**config.mk**
```make
export PLATFORM = sky130hd
export DESIGN_NAME = w2_layer_sequencer
export DESIGN_NICKNAME = d
export VERILOG_FILES = /design/src/rtl/w2_layer_sequencer.sv
export SDC_FILE = /design/constraint.sdc
export NUM_CORES = 1
export LEC_CHECK = 0
export BUFFER_PORTS_ARGS = -buffer_cell sky130_fd_sc_hd__buf_4
export CAP_MARGIN = 20
export CORE_ASPECT_RATIO = 1.25
export CORE_MARGIN = 5
export CORE_UTILIZATION = 40
export CTS_CLUSTER_SIZE = 14
export DETAILED_ROUTE_END_ITERATION = 8
export PLACE_DENSITY = 0.72
export SLEW_MARGIN = 10
export SYNTH_ARGS = -nofsm -noshare
export SYNTH_HDL_FRONTEND = slang
export SYNTH_SLANG_ARGS = --single-unit
```
**constraint.sdc**
```tcl
create_clock -name Clk -period 3.8 [get_ports Clk]
set_input_delay 0.38 -clock Clk [delete_from_list [all_inputs] [get_ports Clk]]
set_output_delay 0.38 -clock Clk [all_outputs]
set_load 0.1 [all_outputs]
```
**src/rtl/w2_layer_sequencer.sv**
```systemverilog
// Streams the w2 weight ROM against the layer-1 activations as (weight, act) pairs
// to the shared FP MAC, flagging the first and last column of every output row.
module w2_layer_sequencer #(
    parameter int unsigned IN_DIM     = 16,
    parameter int unsigned OUT_DIM    = 32,
    parameter int unsigned ADDR_WIDTH = 9,
    parameter int unsigned DATA_WIDTH = 32
) (
    input  logic                       Clk,
    input  logic                       Reset_n,
    input  logic                       start,
    input  logic                       abort,
    output logic                       busy,
    output logic                       done,
    output logic [ADDR_WIDTH-1:0]      rom_addr,
    input  logic [DATA_WIDTH-1:0]      rom_weight,
    output logic [$clog2(IN_DIM)-1:0]  act_addr,
    input  logic [DATA_WIDTH-1:0]      act_data,
    output logic                       mac_valid,
    input  logic                       mac_ready,
    output logic [DATA_WIDTH-1:0]      mac_weight,
    output logic [DATA_WIDTH-1:0]      mac_act,
    output logic                       mac_first,
    output logic                       mac_last,
    output logic [$clog2(OUT_DIM)-1:0] mac_row
);
    localparam int unsigned COL_W = $clog2(IN_DIM);
    localparam int unsigned ROW_W = $clog2(OUT_DIM);
    localparam logic [COL_W-1:0] COL_LAST = COL_W'(IN_DIM - 1);
    localparam logic [ROW_W-1:0] ROW_LAST = ROW_W'(OUT_DIM - 1);

    typedef enum logic [1:0] {IDLE, RUN, DRAIN} state_e;

    state_e                 state_q;
    logic [ROW_W-1:0]       row_q, row_d;
    logic [COL_W-1:0]       col_q, col_d;
    logic                   busy_q, done_q, valid_q, first_q, last_q;
    logic [ROW_W-1:0]       row_out_q;
    logic [DATA_WIDTH-1:0]  weight_q, act_q;
    logic                   load, handshake, last_pair;

    assign handshake = valid_q && mac_ready;
    assign load      = (state_q == RUN) && (!valid_q || mac_ready);
    assign last_pair = (row_q == ROW_LAST) && (col_q == COL_LAST);

    // Row-major layout with power-of-two dims: the address is just {row, col}.
    assign rom_addr = {row_q, col_q};
    assign act_addr = col_q;

    always_comb begin
        row_d = row_q;
        col_d = col_q + 1'b1;
        if (col_q == COL_LAST) begin
            row_d = row_q + 1'b1;
        end
    end

    always_ff @(posedge Clk or negedge Reset_n) begin
        if (!Reset_n) begin
            state_q   <= IDLE;
            row_q     <= '0;
            col_q     <= '0;
            busy_q    <= 1'b0;
            done_q    <= 1'b0;
            valid_q   <= 1'b0;
            first_q   <= 1'b0;
            last_q    <= 1'b0;
            row_out_q <= '0;
            weight_q  <= '0;
            act_q     <= '0;
        end else begin
            done_q <= 1'b0;
            if (abort) begin
                state_q <= IDLE;
                busy_q  <= 1'b0;
                valid_q <= 1'b0;
                row_q   <= '0;
                col_q   <= '0;
            end else begin
                case (state_q)
                    IDLE: begin
                        if (start) begin
                            state_q <= RUN;
                            busy_q  <= 1'b1;
                            row_q   <= '0;
                            col_q   <= '0;
                        end
                    end
                    RUN: begin
                        // A load also retires the pair being handed off this cycle.
                        if (load) begin
                            valid_q   <= 1'b1;
                            weight_q  <= rom_weight;
                            act_q     <= act_data;
                            first_q   <= (col_q == '0);
                            last_q    <= (col_q == COL_LAST);
                            row_out_q <= row_q;
                            if (last_pair) begin
                                state_q <= DRAIN;
                                row_q   <= '0;
                                col_q   <= '0;
                            end else begin
                                row_q <= row_d;
                                col_q <= col_d;
                            end
                        end
                    end
                    DRAIN: begin
                        if (handshake) begin
                            state_q <= IDLE;
                            valid_q <= 1'b0;
                            busy_q  <= 1'b0;
                            done_q  <= 1'b1;
                        end
                    end
                    default: state_q <= IDLE;
                endcase
            end
        end
    end

    assign busy       = busy_q;
    assign done       = done_q;
    assign mac_valid  = valid_q;
    assign mac_weight = weight_q;
    assign mac_act    = act_q;
    assign mac_first  = first_q;
    assign mac_last   = last_q;
    assign mac_row    = row_out_q;
endmodule
```
==> impl_results.md, run 1 <==
- Fill count: 762
- Cells after Synth: 240
- Initial Util: slightly above 40%
- Die area: 11400 sq um
- Dpl hpwl: 6020 um
- Depth of the CTS H-tree: 3
- Hold Path Class: in2async
- Critical path depth: 5
- Min Clock Period, post-route: 2.10 ns
- PostCTS Resize Cnt: 0
- Slowest cell on the critical path: dfrtp_1
- 1st-iter DRT viols: 62
- Nature of the critical path endpoint: flop
- DRC viols: 0
- Reg2reg setup slack: 1.70 ns
- IR drop worst, VDD: 318 uV
- Clock skew: 0.00499 ns
- Post-synthesis sequential area ratio: ~57%
- FMAX: 476 MHz
- Core Area: 9170 sq um
- Number of iterations in the first detailed-routing pass: 4
- Delay-heaviest family, CP: simple AND/OR/NAND/NOR gates
- First-pass GRT wire length: ~13000 um
- Setup TNS: 0 ns
- Antenna cells: 0
- # rows: 39
- Final wirelength: around 8400 um
- Worst skew pair latency: 0.33 ns
- Final ANT Viol Nets: 0
- Result of the run: complete, no violations
- CTS clk-pin slew, worst paths: 0.06 ns
- Initial antenna violation count: 0
- Final period utilization: a little under three fifths
- Synth Register Bits: 85
- Number of buffers created by CTS: 9
- Final Hold Vio Count: 0
- Delay of the slowest critical-path stage: between 0.5 and 0.6 ns
- Synth Area per Inst: 15.6 sq um
- Reg2Reg Depth: 5
- CTS sink count: 85
- Share of cells above drive strength 1: 61.8%
- Max Fanout on Critical Path: 47
- Syn Nets: 313
- Synth Cell Area: 3750 sq um
- Wire length per cell: roughly 16 um
- Tot GR Track Use: 14.7%
- I/O Buffers: ~160
- Commonest non-fill, non-tap cell in the layout: buf_4
- Worst slew pin tran: 0.531 ns
- Power Dens Cells: around 720 nW/um^2
- Post-synth cell types: 31
- Pleak: 0.00280 uW
- Root buf cell: clkbuf_16
- Worst flop-to-flop path startpoint: state_q[0]$_DFFE_PN0P_
- FF-to-FF End: mac_weight[28]$_DFFE_PN0P_
- Setup Fix Bufs, Post-CTS: 0
- Slew HR: 64.6%
- CP Cell Sequence: nor3b_4 > nand2_4 > buf_16 > buf_4 > mux2_4
- WP data required: 4.02 ns
- Final Slew Violations: 0
- CTS tree: done
- Final setup viols: 0
- Largest net degree at the start of global routing: 86
- Via count: approximately 2500
- Grt ovf: 0
- RSZ-0062 raised after global routing: no
- Syn-to-layout area delta: 41.5%
- Bufs on Longest Clock Path: 2
- Number of global-route vias before repair: about 2600
- Design Area, Final: 5310 sq um
- Placed cell area: 4950 sq um
- Hold buffers post-CTS: 0
- Critical Path AT: about 2.3 ns
- Die X: between 90 and 100 um
- Ports: 156
- Most frequent cells in the layout: buf_4, dfrtp_1, mux2_4, nand2_1
- Final Net Count: 469
- Critical Path Source Type: flop
- Critical path buffers and inverters: 2
- GP Congestion: 0.798
- Die height: 118 um
- Vias per cell: 4.69
- Yosys warnings: 0
- Max-Cap Viols: 0
- Critical path type: reg2reg
## report_power, final
part           switching, uW  leakage [uW]  internal (uW)
logic                   1340       0.00161            453
clock network            353      0.000146            511
registers               94.2       0.00104           1060
## cell usage after synthesis (all sizes together)
cell | n | share of area [%]
a211o | 1 | 0.23
a211oi | 1 | 0.20
a21boi | 1 | 0.20
a21oi | 5 | 0.67
a311oi | 1 | 0.40
a31oi | 1 | 0.17
and3 | 5 | 0.83
buf | 14 | 3.5
dfrtp | 85 | 57
ha | 4 | 1.3
inv | 3 | 0.30
mux2 | 70 | 28
mux2i | 2 | 0.53
nand2 | 14 | 1.6
nand2b | 2 | 0.33
nand3 | 2 | 0.27
nand3b | 2 | 0.40
nor2 | 4 | 0.40
nor2b | 3 | 0.50
nor3 | 3 | 0.40
nor3b | 3 | 0.90
nor4b | 1 | 0.23
o21ai | 9 | 1.2
o21bai | 2 | 0.40
o31ai | 1 | 0.20
or3b | 1 | 0.23
## metrics by stage
stage / util (%) / total power [uW] / instances / hold WS (ns) / setup slack (ns)
global route: 57.8 / 3940 / 524 / 0.0617 / 1.58
CTS: 57.2 / 3840 / 522 / 0.264 / 1.39
floorplan: - / 2570 / 240 / 0.0844 / 1.57
finish: 57.8 / 3810 / 524 / 0.0249 / 1.70
global placement: 54.0 / 2950 / 506 / 0.493 / 1.43
detailed placement: 54.0 / 2960 / 506 / 0.494 / 1.37
## final cells by class
cell class	instances	area, sq um	area share [%]
timing repair buffer	159	1230	23.3
tap	123	154	2.90
sequential	85	2130	40.1
inverter	3	11.3	0.212
clock buffer	9	225	4.25
clock inverter	7	73.8	1.39
multi-input combinational	138	1480	27.9
## sequential cells by signal, indices dropped and copies added, names as in the netlist
register,count
mac_last,1
row_q,5
mac_act,32
mac_weight,32
mac_valid,1
busy,1
mac_row,5
mac_first,1
state_q,2
done,1
act_addr,4
## metal layers
| layer | share of wire (%) | track usage, % | up-vias | wire length, um |
|---|---|---|---|---|
| met1 | 42 | 19.2 | 1196 | 3550 |
| met4 | 1.4 | 5.53 | 0 | 117 |
| met3 | 8.1 | 3.24 | 12 | 683 |
| li1 | - | - | 1156 | - |
| met2 | 48 | 23.8 | 96 | 4080 |
| met5 | 0 | 0 | - | 0 |
## cell families after synthesis
family	after synthesis	synth area share, %
mux	72	28.4
fa+ha+maj	4	1.34
buf+inv	17	3.77
flops	85	56.7
compound gates	22	3.67
simple gates	40	6.11
## worst max-delay path by stage
stage                                start                    endpoint  slack [ns]
floorplan             row_q[0]$_DFFE_PN0P_     act_addr[3]$_DFFE_PN0P_        1.57
global placement                 mac_ready     mac_act[24]$_DFFE_PN0P_        1.43
detailed placement               mac_ready   mac_weight[1]$_DFFE_PN0P_        1.37
CTS                 state_q[0]$_DFFE_PN0P_  mac_weight[14]$_DFFE_PN0P_        1.39
global route        state_q[0]$_DFFE_PN0P_  mac_weight[28]$_DFFE_PN0P_        1.58
finish              state_q[0]$_DFFE_PN0P_  mac_weight[28]$_DFFE_PN0P_        1.70
No activity file was read; power rests on OpenSTA's default activity.
==> inputs of run 2 (changes only) <==
- clock period: 3.8 -> 2.1 ns (I/O delays scaled with it)
==> run 2 against run 1 <==
Cell area decreased by 0.33%. Worst hold slack improved by 0.079 ns. Worst setup slack lost 1.4 ns. Non-clock buffer count grew 1. Power increased by 79%. Utilization is 0.19 points lower. Register-to-register slack got worse by 1.4 ns. First-iteration DRC count increased by 8.1%. Clock-buffer cell count unchanged.
==> impl_results.md, run 2 (same netlist as run 1, synthesis figures left out) <==
- FMAX: around 570 MHz
- Initial Util: 40.9%
- GP Congestion: 0.800
- Delay-heaviest family, CP: flip-flops
- Tot GR Track Use: 15.1%
- Ports: roughly 160
- Die X: 96.6 um
- Worst skew pair latency: approximately 0.33 ns
- Number of global-route vias before repair: 2640
- Result of the run: complete, no violations
- Wire length per cell: between 15 and 20 um
- Max Fanout on Critical Path: 31
- CTS sink count: between 80 and 90
- Final Hold Vio Count: 0
- Setup Fix Bufs, Post-CTS: 0
- Final period utilization: a little over four fifths
- Final setup viols: 0
- Largest net degree at the start of global routing: 50
- Pleak: roughly 0.0028 uW
- DRC viols: 0
- Hold Path Class: in2reg
- I/O Buffers: ~160
- Vias per cell: 4.75
- CP Cell Sequence: nor3b_4 > nand2_4 > buf_4 > mux2_2
- Delay of the slowest critical-path stage: 0.56 ns
- Grt ovf: 0
- Syn-to-layout area delta: 41.1%
- Critical Path Source Type: flop
- Setup TNS: 0 ns
- # rows: 39
- Depth of the CTS H-tree: 3
- Clock skew: 0.00306 ns
- Slowest cell on the critical path: dfrtp_1
- 1st-iter DRT viols: 67
- Cell count after placement: 508
- Final wirelength: 8520 um
- Root buf cell: clkbuf_16
- Commonest non-fill, non-tap cell in the layout: buf_4
- Hold_ws: 0.104 ns
- Via count: 2493
- Final Net Count: 470
- Antenna cells: 0
- Max-Cap Viols: 0
- CTS tree: done
- RSZ-0062 raised after global routing: no
- Bufs on Longest Clock Path: 2
- Worst slew pin tran: 0.629 ns
- CTS clk-pin slew, worst paths: around 0.070 ns
- Final ANT Viol Nets: 0
- Post-route total power: between 6000 and 7000 uW
- WP data required: 2.32 ns
- Nature of the critical path endpoint: flop
- Final instance count without filler cells: 525
- Critical path buffers and inverters: 1
- Core Area: 9170 sq um
- Power Dens Cells: 1290 nW/um^2
- Min Clock Period, post-route: roughly 1.8 ns
- Critical path type: reg2reg
- Initial antenna violation count: 0
- PostCTS Resize Cnt: 0
- Dpl hpwl: around 6300 um
- Share of cells above drive strength 1: between 60 and 70%
- Most frequent cells in the layout: buf_4, dfrtp_1, mux2_4, nand2_1
- Critical Path AT: ~2.0 ns
- Slew HR: around three fifths
- Number of iterations in the first detailed-routing pass: 4
- Final Slew Violations: 0
- Die height: approximately 120 um
- IR drop worst, VDD: 719 uV
- First-pass GRT wire length: 13400 um
- Die area: 11400 sq um
- Number of buffers created by CTS: 9
run 2: changes by cell type in the layout (fill, tap and decap cells not counted), moves of 2 or more:
| cell | change |
|---|---|
| dfrtp_2 | +2 |
| clkinvlp_4 | +3 |
| buf_12 | +2 |
| buf_16 | -2 |
| dfrtp_1 | -2 |
| clkinv_2 | -2 |
run 2: through the flow:
stage,utilization [%],setup slack (ns),instance area (sq um)
CTS,57.6,0.341,5290
global route,57.6,0.237,5290
floorplan,-,0.00749,3750
finish,57.6,0.343,5290
global placement,54.4,0.403,4990
detailed placement,54.4,0.337,4990
run 2: worst paths after layout:
kind,from,end,slack [ns],depth (start not counted)
min reg2reg,mac_first$_DFFE_PN0P_,mac_first$_DFFE_PN0P_,0.50,2
max,state_q[1]$_DFFE_PN0P_,mac_act[23]$_DFFE_PN0P_,0.34,4
min,act_data[25],mac_act[25]$_DFFE_PN0P_,0.10,2
max in group asynchronous,Reset_n,mac_weight[14]$_DFFE_PN0P_,1.02,3
max reg2reg,state_q[1]$_DFFE_PN0P_,mac_act[23]$_DFFE_PN0P_,0.34,4
min in group asynchronous,Reset_n,mac_act[6]$_DFFE_PN0P_,0.45,2
run 2: timing repair:
| action | CTS | global route |
|---|---|---|
| hold buffers | 1 | 0 |
| setup endpoints to repair | 0 | 0 |
| hold endpoints to repair | 48 | 0 |
run 2: area by class of cell:
| class | instances | area [sq um] |
|---|---|---|
| Clock buffer | 9 | 225 |
| Clock inverter | 7 | 58.8 |
| Fill cell | 769 | 3890 |
| Inverter | 3 | 11.3 |
| Multi-Input combinational cell | 138 | 1480 |
| Sequential cell | 85 | 2130 |
| Tap cell | 123 | 154 |
| Timing Repair Buffer | 160 | 1230 |
run 2: report_power, final:
| group | leakage [uW] | total, uW | internal [uW] | switching (uW) |
|---|---|---|---|---|
| clock | 0.000126 | 1490 | 815 | 671 |
| combinational | 0.00161 | 3240 | 819 | 2420 |
| sequential | 0.00104 | 2090 | 1920 | 169 |
| total | 0.00277 | 6810 | 3550 | 3260 |
run 2: metal layers:
metal	vias to the layer above	share of wire, %	GRT usage (%)
met5	-	0	0
met4	0	1.7	6.14
met3	11	6.6	3.05
met2	93	51	24.9
met1	1236	41	19.0
li1	1153	-	-
run 2: worst register-to-register path: cells and delay by family, from the launching register on:
| kind | cells | cell delay [ns] |
|---|---|---|
| buf+inv | 1 | 0.46 |
| flops | 1 | 0.56 |
| mux | 1 | 0.42 |
| simple gates | 2 | 0.20 |
==> inputs of run 3 (changes only) <==
- clock period: 2.1 -> 1.8 ns (I/O delays scaled with it)
==> run 3 against run 2 <==
Critical path depth up 2. Flip-flop and latch count unchanged. First-iteration DRC count down 33%. Final cell count up 0.38%. Power up 18%. Routed wire length up 2.8%. Cell area up 1.2%. Sequential share of layout area down 0.31 points. Utilization up 0.68 points. Global-route usage up 0.21 points. Worst hold slack worse by 0.030 ns.
==> impl_results.md, run 3 (same netlist as run 1, synthesis figures left out) <==
- Final setup viols: 0
- Critical Path AT: 1.92 ns
- Syn-to-layout area delta: 42.7%
- Critical path depth: 6
- Die area: ~11000 sq um
- Critical path buffers and inverters: 0
- Initial antenna violation count: 0
- Slowest cell on the critical path: dfrtp_2
- Slew HR: roughly three quarters
- Final ANT Viol Nets: 0
- Reg2reg setup slack: 0.12 ns
- Initial Util: 40.9%
- Min Clock Period, post-route: 1.68 ns
- Reg2Reg Depth: 6
- Max-Cap Viols: 0
- GP Congestion: around 0.80
- Critical path type: reg2reg
- Nature of the critical path endpoint: flop
- Power Dens Cells: roughly 1500 nW/um^2
- Number of iterations in the first detailed-routing pass: 4
- DRC viols: 0
- Share of cells above drive strength 1: 64.1%
- # rows: 39
- Die X: 96.6 um
- Antenna cells: 0
- Ports: roughly 160
- 1st-iter DRT viols: 45
- Post-route total power: 8060 uW
- First-pass GRT wire length: 13600 um
- WP data required: 2.04 ns
- RSZ-0062 raised after global routing: no
- Max Fanout on Critical Path: 6
- Vias per cell: ~4.7
- Delay-heaviest family, CP: adder cells
- Via count: ~2500
- Most frequent cells in the layout: buf_4, dfrtp_1, mux2_4, nand2_1
- Worst skew pair latency: 0.34 ns
- Hold_ws: 0.0743 ns
- Number of global-route vias before repair: 2641
- Critical Path Source Type: flop
- IR drop worst, VDD: 758 uV
- Setup Fix Bufs, Post-CTS: 0
- Final Hold Vio Count: 0
- Clock skew: 0.00966 ns
- CTS sink count: 85
- Bufs on Longest Clock Path: 2
- Setup TNS: 0 ns
- Delay of the slowest critical-path stage: 0.44 ns
- Pleak: 0.00280 uW
- CTS clk-pin slew, worst paths: around 0.070 ns
- Largest net degree at the start of global routing: 48
- Commonest non-fill, non-tap cell in the layout: buf_4
- I/O Buffers: 155
- Hold Path Stages: 2
- Die height: between 100 and 150 um
- Final Slew Violations: 0
- Core Area: 9170 sq um
- Dpl hpwl: between 6000 and 7000 um
- CTS tree: done
- Result of the run: complete, no violations
- Number of buffers created by CTS: 9
- CP Cell Sequence: ha_1 > and3_1 > ha_1 > nor2_1 > nand2_1 > o31ai_1
- Final Net Count: 472
- FMAX: 594 MHz
- Final wirelength: 8750 um
- Final period utilization: 93.6%
- Root buf cell: clkbuf_16
- Hold Path Class: in2reg
- Tot GR Track Use: 15.3%
- Grt ovf: 0
- Wire length per cell: 16.6 um
- Worst slew pin tran: ~0.36 ns
- Depth of the CTS H-tree: 3
- Crit path top cell by count: ha_1
==> run 3: worst paths after layout <==
| kind | start | endpoint |
|---|---|---|
| setup / recovery | row_q[0]$_DFFE_PN0P_ | row_q[3]$_DFFE_PN0P_ |
| hold / removal | rom_weight[10] | mac_weight[10]$_DFFE_PN0P_ |
| setup reg to reg | row_q[0]$_DFFE_PN0P_ | row_q[3]$_DFFE_PN0P_ |
| hold reg to reg | mac_weight[22]$_DFFE_PN0P_ | mac_weight[22]$_DFFE_PN0P_ |
| max in group asynchronous | Reset_n | act_addr[2]$_DFFE_PN0P_ |
| min in group asynchronous | Reset_n | mac_row[2]$_DFFE_PN0P_ |
==> run 3: through the flow <==
step | cells | setup slack (ns) | cell area, sq um | util, %
5_1_grt | 527 | 0.0366 | 5350 | 58.3
2_1_floorplan | 240 | -0.116 | 3760 | -
6_report | 527 | 0.115 | 5350 | 58.3
3_5_place_dp | 510 | 0.0957 | 5030 | 54.8
4_1_cts | 527 | 0.0860 | 5340 | 58.2
3_3_place_gp | 510 | 0.208 | 5030 | 54.8
==> run 3: what timing repair did <==
item | 4_1_cts | 5_1_grt
endpoints found under the hold margin | 15 | 0
gates resized for setup | 0 | 1
hold buffers | 1 | 0
setup endpoints to repair | 0 | 1
==> run 3: area by class of cell <==
| cell class | count | area, sq um |
|---|---|---|
| repair buffers | 162 | 1260 |
| clock buffers | 9 | 225 |
| inverters | 3 | 11.3 |
| flip-flops and latches | 85 | 2140 |
| multi-input cells | 138 | 1490 |
| well taps | 123 | 154 |
| clock inverters | 7 | 73.8 |
| fillers | 737 | 3820 |
==> run 3: per-layer routing <==
layer / GRT usage, % / wire [um]
met3: 5.15 / 734
met5: 0 / 0
met4: 5.35 / 103
met2: 25.2 / 4350
met1: 18.4 / 3560
==> run 3: power breakdown <==
| group | switching [uW] | internal (uW) | total [uW] |
|---|---|---|---|
| clock network | 753 | 1080 | 1830 |
| logic | 2830 | 961 | 3790 |
| registers | 194 | 2240 | 2430 |
==> run 3: worst register-to-register path: cells and delay by family (launching register included) <==
kind / cells / cell delay (ns)
AO/OA/AOI/OAI: 1 / 0.24
AND/OR/NAND/NOR: 3 / 0.41
adder cells (fa/ha/maj): 2 / 0.49
flip-flops: 1 / 0.44
